**src/rtl/fb_pkg.sv**
```systemverilog
// Shared definitions for the reset sequencer: state encoding and small helpers.
package fb_pkg;

  typedef enum logic [2:0] {
    S_HOLD = 3'd0,
    S_CAL  = 3'd1,
    S_WR   = 3'd2,
    S_RD   = 3'd3,
    S_VOUT = 3'd4,
    S_RUN  = 3'd5,
    S_ERR  = 3'd6
  } seq_state_e;

  // Timer must be able to hold the largest of the three load values.
  function automatic int unsigned tmr_width(int unsigned a, int unsigned b, int unsigned c);
    int unsigned m;
    int unsigned w;
    m = a;
    if (b > m) m = b;
    if (c > m) m = c;
    w = $clog2(m);
    return (w < 1) ? 1 : w;
  endfunction

  // Stage reset levels {ddr, wr, rd, vout} for a given state; releases are cumulative.
  function automatic logic [3:0] stage_rst_n(seq_state_e s);
    logic [3:0] r;
    r = '0;
    case (s)
      S_CAL:         r = 4'b1000;
      S_WR:          r = 4'b1100;
      S_RD:          r = 4'b1110;
      S_VOUT, S_RUN: r = 4'b1111;
      default:       r = '0;
    endcase
    return r;
  endfunction

endpackage

```
**src/rtl/seq_timer.sv**
```systemverilog
// Loadable down-counter; load wins over enable, zero flag reflects the current count.
module seq_timer #(
  parameter int unsigned W = 4
) (
  input  logic         clk,
  input  logic         load_i,
  input  logic [W-1:0] load_val_i,
  input  logic         en_i,
  output logic         zero_o
);

  logic [W-1:0] cnt_q;
  logic [W-1:0] cnt_d;

  always_comb begin
    cnt_d = cnt_q;
    if (load_i) begin
      cnt_d = load_val_i;
    end else if (en_i && (cnt_q != '0)) begin
      cnt_d = cnt_q - W'(1);
    end
  end

  always_ff @(posedge clk) begin
    cnt_q <= cnt_d;
  end

  assign zero_o = (cnt_q == '0);

endmodule

```
**src/rtl/rst_seq_ctrl.sv**
```systemverilog
// Staged reset sequencer: hold for PLL lock, release DDR, wait for calibration,
// then release write, read and video-output domains one after another.
module rst_seq_ctrl
  import fb_pkg::*;
#(
  parameter int unsigned HOLD_CYC    = 16,
  parameter int unsigned STAGE_DLY   = 8,
  parameter int unsigned CAL_TIMEOUT = 1048576
) (
  input  logic       clk,
  input  logic       rst_n_i,
  input  logic       pll_locked,
  input  logic       ddr_init_done,
  input  logic       soft_rst_req,
  output logic       ddr_rst_n_o,
  output logic       wr_rst_n_o,
  output logic       rd_rst_n_o,
  output logic       vout_rst_n_o,
  output logic       seq_done_o,
  output logic       timeout_err_o,
  output logic [2:0] state_o
);

  localparam int unsigned TW = tmr_width(HOLD_CYC, STAGE_DLY, CAL_TIMEOUT);
  localparam logic [TW-1:0] HOLD_LD  = TW'(HOLD_CYC - 1);
  localparam logic [TW-1:0] STAGE_LD = TW'(STAGE_DLY - 1);
  localparam logic [TW-1:0] CAL_LD   = TW'(CAL_TIMEOUT - 1);

  seq_state_e    state_q, state_d;
  logic [3:0]    rst_n_q;
  logic          done_q;
  logic          err_q, err_d;
  logic          tmr_load, tmr_en, tmr_zero;
  logic [TW-1:0] tmr_val;

  seq_timer #(.W(TW)) u_timer (
    .clk        (clk),
    .load_i     (tmr_load),
    .load_val_i (tmr_val),
    .en_i       (tmr_en),
    .zero_o     (tmr_zero)
  );

  // Branch order encodes the event priority; the timer is reloaded through the
  // same path on reset so it needs no reset of its own.
  always_comb begin
    state_d  = state_q;
    err_d    = err_q;
    tmr_load = 1'b0;
    tmr_val  = '0;
    tmr_en   = 1'b0;
    if (!rst_n_i) begin
      state_d  = S_HOLD;
      err_d    = 1'b0;
      tmr_load = 1'b1;
      tmr_val  = HOLD_LD;
    end else if (!pll_locked) begin
      state_d  = S_HOLD;
      tmr_load = 1'b1;
      tmr_val  = HOLD_LD;
    end else if (soft_rst_req) begin
      state_d  = S_HOLD;
      err_d    = 1'b0;
      tmr_load = 1'b1;
      tmr_val  = HOLD_LD;
    end else if (!ddr_init_done &&
                 (state_q inside {S_WR, S_RD, S_VOUT, S_RUN})) begin
      state_d  = S_HOLD;
      tmr_load = 1'b1;
      tmr_val  = HOLD_LD;
    end else begin
      case (state_q)
        S_HOLD: begin
          if (tmr_zero) begin
            state_d  = S_CAL;
            tmr_load = 1'b1;
            tmr_val  = CAL_LD;
          end else begin
            tmr_en = 1'b1;
          end
        end
        S_CAL: begin
          if (ddr_init_done) begin
            state_d  = S_WR;
            tmr_load = 1'b1;
            tmr_val  = STAGE_LD;
          end else if (tmr_zero) begin
            state_d = S_ERR;
            err_d   = 1'b1;
          end else begin
            tmr_en = 1'b1;
          end
        end
        S_WR, S_RD, S_VOUT: begin
          if (tmr_zero) begin
            state_d  = (state_q == S_WR) ? S_RD : (state_q == S_RD) ? S_VOUT : S_RUN;
            tmr_load = 1'b1;
            tmr_val  = STAGE_LD;
          end else begin
            tmr_en = 1'b1;
          end
        end
        S_RUN, S_ERR: ;
        default: begin
          state_d  = S_HOLD;
          tmr_load = 1'b1;
          tmr_val  = HOLD_LD;
        end
      endcase
    end
  end

  // Outputs are decoded from the next state so they change on the state edge.
  always_ff @(posedge clk) begin
    if (!rst_n_i) begin
      state_q <= S_HOLD;
      rst_n_q <= '0;
      done_q  <= 1'b0;
      err_q   <= 1'b0;
    end else begin
      state_q <= state_d;
      rst_n_q <= stage_rst_n(state_d);
      done_q  <= (state_d == S_RUN);
      err_q   <= err_d;
    end
  end

  assign ddr_rst_n_o   = rst_n_q[3];
  assign wr_rst_n_o    = rst_n_q[2];
  assign rd_rst_n_o    = rst_n_q[1];
  assign vout_rst_n_o  = rst_n_q[0];
  assign seq_done_o    = done_q;
  assign timeout_err_o = err_q;
  assign state_o       = state_q;

endmodule

```
**config.mk**
```make
export PLATFORM = sky130hd
export DESIGN_NAME = rst_seq_ctrl
export DESIGN_NICKNAME = d
export VERILOG_FILES = /design/src/rtl/fb_pkg.sv /design/src/rtl/seq_timer.sv /design/src/rtl/rst_seq_ctrl.sv
export SDC_FILE = /design/constraint.sdc
export NUM_CORES = 1
export LEC_CHECK = 0
export CAP_MARGIN = 30
export CORE_AREA = 2 2 84 86
export CTS_BUF_LIST = sky130_fd_sc_hd__clkbuf_16
export CTS_CLUSTER_DIAMETER = 50
export DETAILED_ROUTE_END_ITERATION = 7
export DIE_AREA = 0 0 86 88
export GPL_ROUTABILITY_DRIVEN = 0
export SYNTH_ARGS = -nofsm -noshare
export SYNTH_HDL_FRONTEND = slang
export SYNTH_SLANG_ARGS = --single-unit
```
**constraint.sdc**
```tcl
create_clock -name clk -period 3.45 [get_ports clk]
set_input_delay 0.5175 -clock clk [delete_from_list [all_inputs] [get_ports clk]]
set_output_delay 0.5175 -clock clk [all_outputs]
set_load 0.01 [all_outputs]
```
==> reports/metrics.cfg <==
[route]
num_vias=1262
viasPerCell=4.817
drt-total-wl_mm=3.291
top_layer=met4
drcViolationCount=0
wl_met1_mm=1.612
route.met3.wl_um=101
routedWlPerCell_um=12.56
met2_wirelength_mm=1.521
drt_iter0_markers=127
ant_nets=0
drt-pass1-iter-count=4

[logic_synthesis]
synthesis.instances=164
synth.avg_cell_area_um2=9.910
mappedNetlistArea_um2=1625
yosys_warnings=0
ys_seq_area_frac=0.4804
synth.area.top_cells=edfxtp_1, dfxtp_1, xnor2_1
syn_nets=170
synth_top_area_frac=0.3695
synth_seq_cells=29
ys_types=44
yosys.area.top_type=edfxtp_1

[layout]
syn2layout_area_growth_pct=23.33
diodes=0
nets=187
fin_area_um2=2004
drive_above_1_share=0.1044

[job]
maxCapViolCount=0

[global_routing]
grtUsageTotal=0.09506
grt_pass1_vias=1164
grt_overflow=0
grt_pass1_wl_mm=5.575
grt_max_degree=21
antenna_found_initial=0

[sta]
setup_tns_ns=0
worstMarginPinSlew_ns=0.5039
finalHoldViolCount=0
clock_skew_ns=0.001686
timing.hold.ws_ns=0.5810
min_period_over_period=0.8330
max_slew_margin=0.6636
slew_viol_final=0
rsz0062_at_grt=no
period_minus_slack_ns=2.874
fmax_mhz=348.0
setup_violations=0

[floorplanning]
core_area_um2=6644
die_y_um=88
pin_count=14
design.die.area_um2=7568
die_x_um=86
rows=30
start_util=0.2446

[clock_tree]
path_clk_slew_ns=0.05
cts_hold_buf=0
htreeDepth=2
cts_buffers=5
cts_root_buffer=clkbuf_16
post_cts_buffers=0
cts-resized-gates=0
clockBufferDepth=2
cts_sinks=29
clk_latency_ns=0.27
tritoncts=built

[critical_path]
r2r_cells=8
r2r_slack_ns=0.58
crit_path_end=u_timer.cnt_q[19]$_DFFE_PP_
cpPeakStageDelay_ns=0.56
critical_path_required_ns=3.40
rr_endpoint=u_timer.cnt_q[19]$_DFFE_PP_
slowest_stage=or4_4
cp.arrival_ns=2.83
worstReg2RegStart=u_timer.cnt_q[0]$_DFFE_PP_
crit_cells=8
end_kind=flop
cp_top_family=simple AND/OR/NAND/NOR gates
critPathKind=reg -> reg
crit_start=u_timer.cnt_q[0]$_DFFE_PP_
critPathMaxFanout=20
critPathBufInv=2
crit_chain=inv_1, ha_1, or3b_1, or4_4, o41ai_2, a21oi_1, o41ai_4, buf_4
start_kind=flop

[placement]
hpwl_mm=2.350
placed_area_um2=1867
port_buffers=13

[pwr]
irDropWorstVdd_mv=0.1762
power.density_nw_per_um2=431.5
leakage_nw=0.6640

[status]
outcome=finished clean

[hold_path]
hp-class=reg -> reg
hold_start=u_timer.cnt_q[0]$_DFFE_PP_

==> state kept, by name, indices dropped and copies added (netlist names) <==
register / flops
u_timer.cnt_q: 20
rst_n_q: 4
state_o: 3
seq_done_o: 1
timeout_err_o: 1
==> stage by stage <==
stage	power [W]	utilization	std cells	setup slack [ns]
floorplan	0.0004452	-	164	0.5757
global placement	0.0004679	0.2810	254	0.6363
finish	0.0008650	0.3017	262	0.5763
global route	0.0009038	0.3017	262	0.4230
detailed placement	0.0004683	0.2810	254	0.5543
CTS	0.0008778	0.3017	262	0.5448
==> layer usage <==
layer	track usage	up-vias
met3	0.02733	5
met5	0	-
met1	0.1206	584
met2	0.1487	13
li1	-	660
met4	0.04618	0
==> power by group <==
group	total, W	internal (W)	switching [W]
Clock	0.000403	0.000260	0.000144
Sequential	0.000397	0.000385	0.0000120
Combinational	0.0000644	0.0000275	0.0000369
==> logic make-up (layout without fill, tap and decap cells) <==
group | after synthesis | count (layout) | share of synthesized area
adders and majority gates | 1 | 1 | 0.007697
xor gates and xnor gates | 16 | 16 | 0.08622
buffers and inverters | 12 | 30 | 0.03465
AOI/OAI and AO/OA | 44 | 44 | 0.1740
and+or+nand+nor | 62 | 62 | 0.2171
DFF | 29 | 29 | 0.4804
==> synthesized netlist by cell type, drive strengths merged <==
| cell | number |
|---|---|
| nor2b | 1 |
| nand2 | 7 |
| dfxtp | 9 |
| inv | 5 |
| ha | 1 |
| or3b | 1 |
| o31ai | 1 |
| o211a | 1 |
| a21boi | 1 |
| nor3 | 15 |
| buf | 2 |
| nand2b | 4 |
| a211oi | 2 |
| edfxtp | 20 |
| xor2 | 1 |
| a21o | 2 |
| o22ai | 1 |
| o41a | 1 |
| clkbuf | 5 |
| and3b | 1 |
| or3 | 4 |
| and3 | 1 |
| o211ai | 1 |
| or2 | 2 |
| and4 | 1 |
| nor2 | 12 |
| o41ai | 2 |
| o31a | 1 |
| a221oi | 1 |
| or4 | 3 |
| nor4 | 6 |
| a21oi | 11 |
| nand4b | 1 |
| nand3 | 3 |
| a311oi | 1 |
| a221o | 1 |
| xnor2 | 15 |
| o21ai | 17 |
==> cell type report <==
class / count / area, um^2
inverter: 5 / 18.77
timing repair buffer: 17 / 160.2
multi-input combinational: 123 / 807.0
clock inverter: 3 / 12.51
fill: 658 / 4639
clock buffer: 5 / 125.1
sequential: 29 / 780.7
tap: 80 / 100.1
==> cells in the final DEF, fill, tap and decap left out, drive strengths merged, types with 2 or more instances in the layout <==
cell type      instances
a211oi                 2
a21o                   2
a21oi                 11
buf                    4
clkbuf                 5
clkdlybuf4s50         13
clkinv                 3
dfxtp                  9
edfxtp                20
inv                    5
nand2                  7
nand2b                 4
nand3                  3
nor2                  12
nor3                  15
nor4                   6
o21ai                 17
o41ai                  2
or2                    2
or3                    4
or4                    3
xnor2                 15
==> worst register-to-register path: stages, from the launching register on <==
cell and delay (ns):
edfxtp_1 0.40, inv_1 0.08, ha_1 0.17, or3b_1 0.38, or4_4 0.56, o41ai_2 0.35, a21oi_1 0.22, o41ai_4 0.08
buf_4 0.32
==> how the worst min path moves through the flow <==
stage	end	slack, ns	cells after the start
5_1_grt	timeout_err_o$_SDFFE_PN0P_	0.60	2
2_1_floorplan	u_timer.cnt_q[0]$_DFFE_PP_	0.54	1
6_report	u_timer.cnt_q[0]$_DFFE_PP_	0.58	1
3_5_place_dp	u_timer.cnt_q[0]$_DFFE_PP_	0.57	1
3_3_place_gp	timeout_err_o$_SDFFE_PN0P_	0.57	2
4_1_cts	u_timer.cnt_q[0]$_DFFE_PP_	0.59	1
Note: power is estimated with default switching activity, not from simulation.
